## src/rtl/arth_share_arbiter.sv

```systemverilog
// Round-robin arbiter that time-shares one 32-bit add/subtract unit (anArth)
// among NREQ requesters and returns a tagged, registered result.

module anArth (
  input  logic [31:0] a,
  input  logic [31:0] b,
  input  logic        r,
  output logic [31:0] z,
  output logic        cout
);
  logic [32:0] sum;

  // Subtract is a + ~b + 1, so cout=1 means no borrow (a >= b unsigned).
  assign sum  = {1'b0, a} + {1'b0, (r ? ~b : b)} + {32'b0, r};
  assign z    = sum[31:0];
  assign cout = sum[32];
endmodule

module arth_share_arbiter #(
  parameter int NREQ = 4,
  parameter int IDW  = 2
) (
  input  logic                 clk,
  input  logic                 reset,
  input  logic [NREQ-1:0]      req_valid,
  output logic [NREQ-1:0]      req_ready,
  input  logic [32*NREQ-1:0]   req_a,
  input  logic [32*NREQ-1:0]   req_b,
  input  logic [NREQ-1:0]      req_sub,
  output logic                 rsp_valid,
  input  logic                 rsp_ready,
  output logic [IDW-1:0]       rsp_id,
  output logic [31:0]          rsp_z,
  output logic                 rsp_cout,
  output logic                 rsp_ovf,
  output logic [1:0]           dbg_state,
  output logic [IDW-1:0]       dbg_ptr
);

  typedef enum logic [1:0] {
    IDLE = 2'd0,
    EXEC = 2'd1,
    RESP = 2'd2
  } state_t;

  state_t          state_q;
  logic [IDW-1:0]  ptr_q;
  logic [IDW-1:0]  g_q;
  logic [31:0]     a_q;
  logic [31:0]     b_q;
  logic            sub_q;
  logic            rsp_valid_q;
  logic [IDW-1:0]  rsp_id_q;
  logic [31:0]     rsp_z_q;
  logic            rsp_cout_q;
  logic            rsp_ovf_q;

  logic            gnt_found;
  logic [IDW-1:0]  gnt_idx;
  logic [IDW:0]    scan_sum;
  logic [IDW-1:0]  scan_idx;

  logic [31:0]     arth_z;
  logic            arth_cout;
  logic            arth_ovf;

  // Rotating priority: first valid requester at or after ptr_q, modulo NREQ.
  always_comb begin
    gnt_found = 1'b0;
    gnt_idx   = '0;
    scan_sum  = '0;
    scan_idx  = '0;
    for (int k = 0; k < NREQ; k++) begin
      scan_sum = {1'b0, ptr_q} + (IDW+1)'(k);
      if (scan_sum >= (IDW+1)'(NREQ)) begin
        scan_sum = scan_sum - (IDW+1)'(NREQ);
      end
      scan_idx = scan_sum[IDW-1:0];
      if (!gnt_found && req_valid[scan_idx]) begin
        gnt_found = 1'b1;
        gnt_idx   = scan_idx;
      end
    end
  end

  // Handshakes: a transfer happens on a rising edge where valid and ready are
  // both high. req_ready is one-hot (granted requester) only in IDLE; the
  // response is offered from RESP and retires on rsp_valid && rsp_ready.
  assign req_ready = (state_q == IDLE && !reset && gnt_found) ?
                     (NREQ'(1) << gnt_idx) : '0;

  anArth u_arth (
    .a    (a_q),
    .b    (b_q),
    .r    (sub_q),
    .z    (arth_z),
    .cout (arth_cout)
  );

  assign arth_ovf = sub_q ? ((a_q[31] != b_q[31]) && (arth_z[31] != a_q[31]))
                          : ((a_q[31] == b_q[31]) && (arth_z[31] != a_q[31]));

  always_ff @(posedge clk or posedge reset) begin
    if (reset) begin
      state_q     <= IDLE;
      ptr_q       <= '0;
      g_q         <= '0;
      a_q         <= '0;
      b_q         <= '0;
      sub_q       <= 1'b0;
      rsp_valid_q <= 1'b0;
      rsp_id_q    <= '0;
      rsp_z_q     <= '0;
      rsp_cout_q  <= 1'b0;
      rsp_ovf_q   <= 1'b0;
    end else begin
      case (state_q)
        IDLE: begin
          if (gnt_found) begin
            a_q     <= req_a[32*gnt_idx +: 32];
            b_q     <= req_b[32*gnt_idx +: 32];
            sub_q   <= req_sub[gnt_idx];
            g_q     <= gnt_idx;
            state_q <= EXEC;
          end
        end
        EXEC: begin
          rsp_z_q     <= arth_z;
          rsp_cout_q  <= arth_cout;
          rsp_ovf_q   <= arth_ovf;
          rsp_id_q    <= g_q;
          rsp_valid_q <= 1'b1;
          state_q     <= RESP;
        end
        RESP: begin
          if (rsp_ready) begin
            rsp_valid_q <= 1'b0;
            ptr_q       <= (g_q == IDW'(NREQ-1)) ? '0 : g_q + 1'b1;
            state_q     <= IDLE;
          end
        end
        default: state_q <= IDLE;
      endcase
    end
  end

  assign rsp_valid = rsp_valid_q;
  assign rsp_id    = rsp_id_q;
  assign rsp_z     = rsp_z_q;
  assign rsp_cout  = rsp_cout_q;
  assign rsp_ovf   = rsp_ovf_q;
  assign dbg_state = state_q;
  assign dbg_ptr   = ptr_q;

endmodule

```

## config.mk

```make
export PLATFORM = sky130hd
export DESIGN_NAME = arth_share_arbiter
export DESIGN_NICKNAME = d
export VERILOG_FILES = /design/src/rtl/arth_share_arbiter.sv
export SDC_FILE = /design/constraint.sdc
export NUM_CORES = 1
export LEC_CHECK = 0
export CORE_AREA = 2 2 143 145
export DETAILED_ROUTE_END_ITERATION = 6
export DIE_AREA = 0 0 145 147
export PLACE_DENSITY = 0.77
export SLEW_MARGIN = 5
export SYNTH_ARGS = -nofsm -noshare
export SYNTH_HDL_FRONTEND = slang
export SYNTH_SLANG_ARGS = --single-unit
export TNS_END_PERCENT = 100
```

## constraint.sdc

```tcl
create_clock -name clk -period 5.1 [get_ports clk]
set_clock_uncertainty 0.1 [all_clocks]
set_input_delay 1.275 -clock clk [delete_from_list [all_inputs] [get_ports clk]]
set_output_delay 1.275 -clock clk [all_outputs]
set_load 0.01 [all_outputs]
```

==> key figures, run 1 <==
Outcome
  – Status: finished, final reports clean

Detailed routing
  – DR iter-0 viols: between 400 and 500
  – Wire length on met3: around 1300 um
  – Wirelength, routed: between 20000 and 30000 um
  – Average wire per standard cell: about 15 um
  – Top Metal Used: met5
  – Via Count: 8266
  – Detailed Routing Iterations Pass 1: 5
  – Detailed-route DRC error count: 0
  – Final ANT Viol Nets: 0
  – DRT met1 WL: ~12000 um
  – Via density: roughly 5
  – Routed wl met2: 12000 um

Die
  – Row cnt: 52
  – Die width: approximately 150 um
  – Core Box Area: 19800 sq um
  – DIE AREA: 21300 sq um
  – I/O pins: ~310
  – Die Ht: between 100 and 150 um
  – Starting Density: 0.394

Global routing
  – Gr ovfl total: 0
  – Initial antenna violation count: 1
  – All-Layer GR Usage: 0.229
  – Largest net degree at the start of global routing: 76
  – Number of global-route vias before repair: 7726
  – Global-route wire length before repair: around 40000 um

Critical path
  – R2R setup slack: 1310 ps
  – CP max-delay cell: clkdlybuf4s50_1
  – Max incr delay on CP: between 600 and 700 ps
  – CP most frequent cell: clkdlybuf4s50_1
  – Delay-heaviest family, CP: buffers and inverters
  – R2r startpoint: sub_q
  – CP Class: primary input to primary output
  – Worst setup SP type: primary input
  – Req. time, crit path: 3720 ps
  – Critical path depth: 6
  – Max Fanout on Critical Path: 6
  – Worst-case reg-to-reg path depth: 12
  – CP Capture Type: primary output
  – Worst r2r dst: rsp_ovf
  – Crit path cell chain: clkdlybuf4s50_1 > nor2_1 > a311o_2 > inv_1 > and4_1 > clkdlybuf4s50_1
  – Critical path arrival: approximately 3400 ps
  – Critical path buffers and inverters: 3

Final layout
  – NumNets Final: about 1700
  – Layout cells sized above 1: 0.0348
  – Core Util, Final: 0.576
  – Area delta synth->final: 46.4%
  – # diodes: 0
  – Fillers: approximately 1900

STA
  – Max Freq: 210 MHz
  – Setup TNS: 0 ps
  – Max-slew violation count: 0
  – Final period utilization: 0.933
  – Final Setup Violations: 0
  – Min cycle time layout: between 4000 and 5000 ps
  – Least-Margin Pin Slew: roughly 780 ps
  – Final WS setup: 341 ps
  – Hold Slack: 379 ps
  – RSZ-0062 raised after global routing: false
  – Relative slew slack: 0.477
  – Final hold vios: 0

CTS
  – CTS buffer count: 9
  – Clock Tree Buf Depth: 2
  – H-tree Lvls: 3
  – CTS root buf: clkbuf_16
  – Post-CTS Setup Bufs: 0
  – Clock slew at reported path FFs: roughly 70 ps
  – Clock Latency Late Sink: ~360 ps
  – CTS tree: yes
  – Clock tree sinks: ~110
  – PostCTS Resize Cnt: 0
  – Hold_buf cts: 0

Place
  – HPWL after DPL: approximately 20000 um
  – IO Port Bufs: about 310
  – Placer Congestion: around 0.88
  – Setup WS pre-CTS: 372 ps

Logic synthesis
  – Main flop type after synthesis: dfrtp_1
  – Synth cell types: a little under 60
  – Largest area contributor in the netlist: dfrtp_1
  – Syn Inst Count: between 1000 and 1500
  – Async S/R FF share, synth: 1.00
  – Mapped cell area: between 7000 and 8000 sq um
  – Synth cell count leaders: 443 x nand2_1, 169 x o21ai_0, 108 x dfrtp_1
  – Post-synth top area share: 0.346
  – Post-synth EDFFs: 0
  – Synth Register Bits: approximately 110
  – Syn Area/Cell: 7.02 sq um
  – Net Count, Synth: 1413
  – Top-count cell post-synth: nand2_1
  – Synth top area cells: dfrtp_1 35%, nand2_1 21%, o21ai_0 11%, ha_1 5.1%, xor2_1 4.9%
  – YS warnings: 0
  – Seq/Total Area, Yosys: 0.346

Min path
  – WHS Path Cells: 2
  – Hold Crit Endpoint: rsp_z[20]
  – Hold path start: rsp_z[20]
  – Hold Path Class: flip-flop to flip-flop

Pwr
  – Pwr Density: between 600 and 700 nW/um^2
  – Peak VDD IR: roughly 0.32 mV
  – P_leak: approximately 5.2 nW

Job
  – Max_cap viols: 0
==> worst min-delay path, delay by kind of cell, from the launching register on <==
family           cells  cell delay (ps)
flip-flops           1              350
AO/OA/AOI/OAI        1               60
AND/OR/NAND/NOR      1               40
==> report_power, final <==
group	total (mW)	leakage [nW]	internal [mW]	switching (mW)
clock network	0.729	0.145	0.398	0.331
registers	1.66	1.32	1.31	0.352
logic	5.37	3.74	2.22	3.15
==> registers in the layout, indices dropped and copies added, names as in the netlist, 2 cells and up <==
signal,count
dbg_ptr,2
b_q,32
a_q,32
g_q,2
rsp_z,32
dbg_state,2
rsp_id,2
==> cell usage in the layout (no fill, tap or decap), types with 3 or more instances in the layout <==
| cell type | netlist | layout |
|---|---|---|
| a21o_1 | 10 | 10 |
| a21oi_1 | 29 | 29 |
| a221oi_1 | 3 | 3 |
| a41o_1 | 3 | 3 |
| and2_1 | 3 | 3 |
| and3_1 | 8 | 8 |
| and4_1 | 4 | 4 |
| buf_4 | 0 | 12 |
| clkbuf_16 | 0 | 9 |
| clkdlybuf4s50_1 | 0 | 311 |
| clkinvlp_4 | 0 | 3 |
| dfrtp_1 | 108 | 107 |
| ha_1 | 32 | 32 |
| inv_1 | 17 | 16 |
| mux2_2 | 3 | 3 |
| nand2_1 | 443 | 443 |
| nand2b_1 | 4 | 3 |
| nand3_1 | 70 | 70 |
| nor2_1 | 15 | 15 |
| nor3_1 | 4 | 4 |
| o211ai_1 | 3 | 3 |
| o21a_1 | 4 | 4 |
| o21ai_0 | 169 | 169 |
| o21ai_1 | 4 | 4 |
| o31ai_1 | 5 | 5 |
| or3_1 | 4 | 4 |
| xnor2_1 | 11 | 11 |
| xor2_1 | 44 | 44 |
==> worst max-delay path by stage <==
stage                       from            to  slack, ps
floorplan                  reset  req_ready[1]        420
global placement    req_valid[3]  req_ready[0]        390
detailed placement  req_valid[3]  req_ready[3]        370
CTS                 req_valid[3]  req_ready[0]        350
global route        req_valid[3]  req_ready[3]        260
finish              req_valid[3]  req_ready[3]        340
==> kinds of logic (layout without fill, tap and decap cells) <==
family / Yosys count / after routing / share of synthesized area
xor gates and xnor gates: 55 / 55 / 0.0617
AOI/OAI and AO/OA: 254 / 254 / 0.186
and+or+nand+nor: 570 / 570 / 0.302
muxes: 5 / 5 / 0.00689
adders and majority gates: 33 / 33 / 0.0538
DFF: 108 / 108 / 0.346
buffers and inverters: 88 / 356 / 0.0432
==> routing by layer <==
metal / track usage / up-vias
met5: 0 / -
met4: 0.0683 / 2
met1: 0.311 / 3714
met3: 0.0357 / 36
li1: - / 4264
met2: 0.380 / 250
==> metrics by stage <==
step / total power [mW] / cell area (sq um) / cells
2_1_floorplan: 5.32 / 7820 / 1113
3_3_place_gp: 6.88 / 11100 / 1635
3_5_place_dp: 7.00 / 11100 / 1635
4_1_cts: 7.74 / 11400 / 1651
5_1_grt: 8.47 / 11400 / 1651
6_report: 7.77 / 11400 / 1651
==> final cells by class <==
type | instances | area [sq um] | share of cell area
clock inverter | 6 | 71.3 | 0.00624
clock buffer | 10 | 239 | 0.0209
inverter | 17 | 67.6 | 0.00591
multi-input combinational | 917 | 4810 | 0.421
sequential | 108 | 2700 | 0.237
timing repair buffer | 323 | 3200 | 0.280
tap | 270 | 338 | 0.0296
(Power assumes the default switching activity.)
==> run 2, diff against run 1 <==
Settings changed: CORE_AREA 2 2 143 145 to 10 10 151 153, DIE_AREA 0 0 145 147 to 0 0 161 163.
==> key figures, run 2 (synthesis gave the netlist of run 1 again) <==
Outcome
  – Status: finished, final reports clean

Detailed routing
  – Wirelength, routed: 28100 um (+11%)
  – Detailed-route DRC error count: 0 (unchanged)
  – Via Count: 8218 (-0.58%)
  – Detailed Routing Iterations Pass 1: 6 (+1)
  – Average wire per standard cell: 17.0 um (+11%)
  – Via density: 4.98 (-0.58%)
  – Final ANT Viol Nets: 0 (unchanged)
  – DR iter-0 viols: 494 (+23%)

Place
  – Placer Congestion: 0.905 (+2.6%)
  – HPWL after DPL: 22700 um (+14%)
  – IO Port Bufs: 311 (unchanged)
  – Placed Area: 11100 sq um (unchanged)
  – Setup WS pre-CTS: 383 ps (+10.9 ps)
  – Placed cells: 1635 (unchanged)

STA
  – Setup TNS: 0 ps (unchanged)
  – Max-slew violation count: 0 (unchanged)
  – Max Freq: 211 MHz (+0.46%)
  – Min cycle time layout: 4740 ps (-21.6 ps)
  – Final hold vios: 0 (unchanged)
  – Least-Margin Pin Slew: 866 ps (+82.3 ps)
  – RSZ-0062 raised after global routing: false
  – Final WS setup: 362 ps (+21.6 ps)
  – Final period utilization: 0.929 (-0.00424)
  – Hold Slack: 381 ps (+1.57 ps)
  – Relative slew slack: 0.423 (-0.0538)
  – Final Setup Violations: 0 (unchanged)

Die
  – DIE AREA: 26200 sq um (+23%)
  – Row cnt: 52 (unchanged)
  – Die width: 161 um (+11%)
  – Core Box Area: 19900 sq um (+0.33%)
  – Starting Density: 0.392 (-0.00129)
  – Die Ht: 163 um (+11%)
  – I/O pins: 312 (unchanged)

Critical path
  – CP Class: primary input to primary output
  – Req. time, crit path: 3720 ps (about the same)
  – Worst setup SP type: primary input
  – Max Fanout on Critical Path: 6 (unchanged)
  – CP Capture Type: primary output
  – Critical path arrival: 3360 ps (-20 ps)

CTS
  – Post-CTS Setup Bufs: 0 (unchanged)
  – Hold_buf cts: 0 (unchanged)
  – CTS root buf: clkbuf_16
  – CTS buffer count: 9 (unchanged)
  – Clock Latency Late Sink: 350 ps (about the same)
  – PostCTS Resize Cnt: 0 (unchanged)
  – H-tree Lvls: 3 (unchanged)
  – CTS tree: yes
  – Clock tree sinks: 108 (unchanged)
  – Clock slew at reported path FFs: 80 ps (about the same)
  – Clock Tree Buf Depth: 2 (unchanged)

Final layout
  – Fillers: 1923 (+2.8%)
  – Commonest non-fill, non-tap cell in the layout: nand2_1
  – # diodes: 0 (unchanged)
  – Final Instance Area: 11400 sq um (-0.12%)
  – Most frequent cells in the layout: 443 x nand2_1, 311 x clkdlybuf4s50_1, 169 x o21ai_0, 107 x dfrtp_1, 70 x nand3_1
  – Layout cells sized above 1: 0.0348 (unchanged)
  – Non-Filler Instances: 1651 (unchanged)
  – NumNets Final: 1676 (unchanged)
  – Area delta synth->final: 46.2%

Global routing
  – Initial antenna violation count: 0 (-1)
  – Number of global-route vias before repair: 8031 (+3.9%)
  – All-Layer GR Usage: 0.206 (-0.0237)
  – Largest net degree at the start of global routing: 95 (+25%)
  – Global-route wire length before repair: 43100 um (+10%)
  – Gr ovfl total: 0 (unchanged)

Pwr
  – Pwr Density: 676 nW/um^2 (-0.42%)
  – P_leak: 5.20 nW (about the same)
  – Peak VDD IR: 0.423 mV (+31%)

Min path
  – Hold Path Class: flip-flop to flip-flop

Job
  – Max_cap viols: 0 (unchanged)
run 2: per-stage QoR:
stage	utilization	power (mW)
3_5_place_dp	0.559	7.03
3_3_place_gp	0.559	6.91
4_1_cts	0.574	7.76
5_1_grt	0.574	8.51
6_report	0.574	7.72
2_1_floorplan	-	5.32
run 2: critical path, stage by stage:
cell             delay, ps
clkdlybuf4s50_1        600
nor2_1                 120
a311o_2                460
inv_1                  140
and4_1                 220
clkdlybuf4s50_1        550
run 2: layer usage:
layer,GRT usage,share of wire
met1,0.262,0.44
met2,0.345,0.49
met3,0.0440,0.056
met4,0.0583,0.018
met5,0,0
run 2: final timing paths:
path / end / cells past startpoint / start / slack [ps]
setup / recovery: req_ready[1] / 6 / req_valid[3] / 360
hold / removal: rsp_z[20] / 2 / rsp_z[20] / 380
setup reg to reg: rsp_ovf / 12 / sub_q / 1300
hold reg to reg: rsp_z[20] / 2 / rsp_z[20] / 380
max in group asynchronous: rsp_z[29] / 4 / reset / 2190
min in group asynchronous: dbg_state[1] / 2 / reset / 1150
run 2: area by class of cell:
class / instances / area, sq um / area share
inverter: 17 / 67.6 / 0.00592
clock buffer: 11 / 253 / 0.0221
clock inverter: 5 / 43.8 / 0.00384
timing repair buffer: 323 / 3200 / 0.281
tap: 270 / 338 / 0.0296
multi-input combinational: 917 / 4810 / 0.421
sequential: 108 / 2700 / 0.237
run 2: power breakdown:
group          internal, mW  switching (mW)
Sequential             1.31           0.364
Clock                 0.365           0.331
Combinational          2.23            3.12
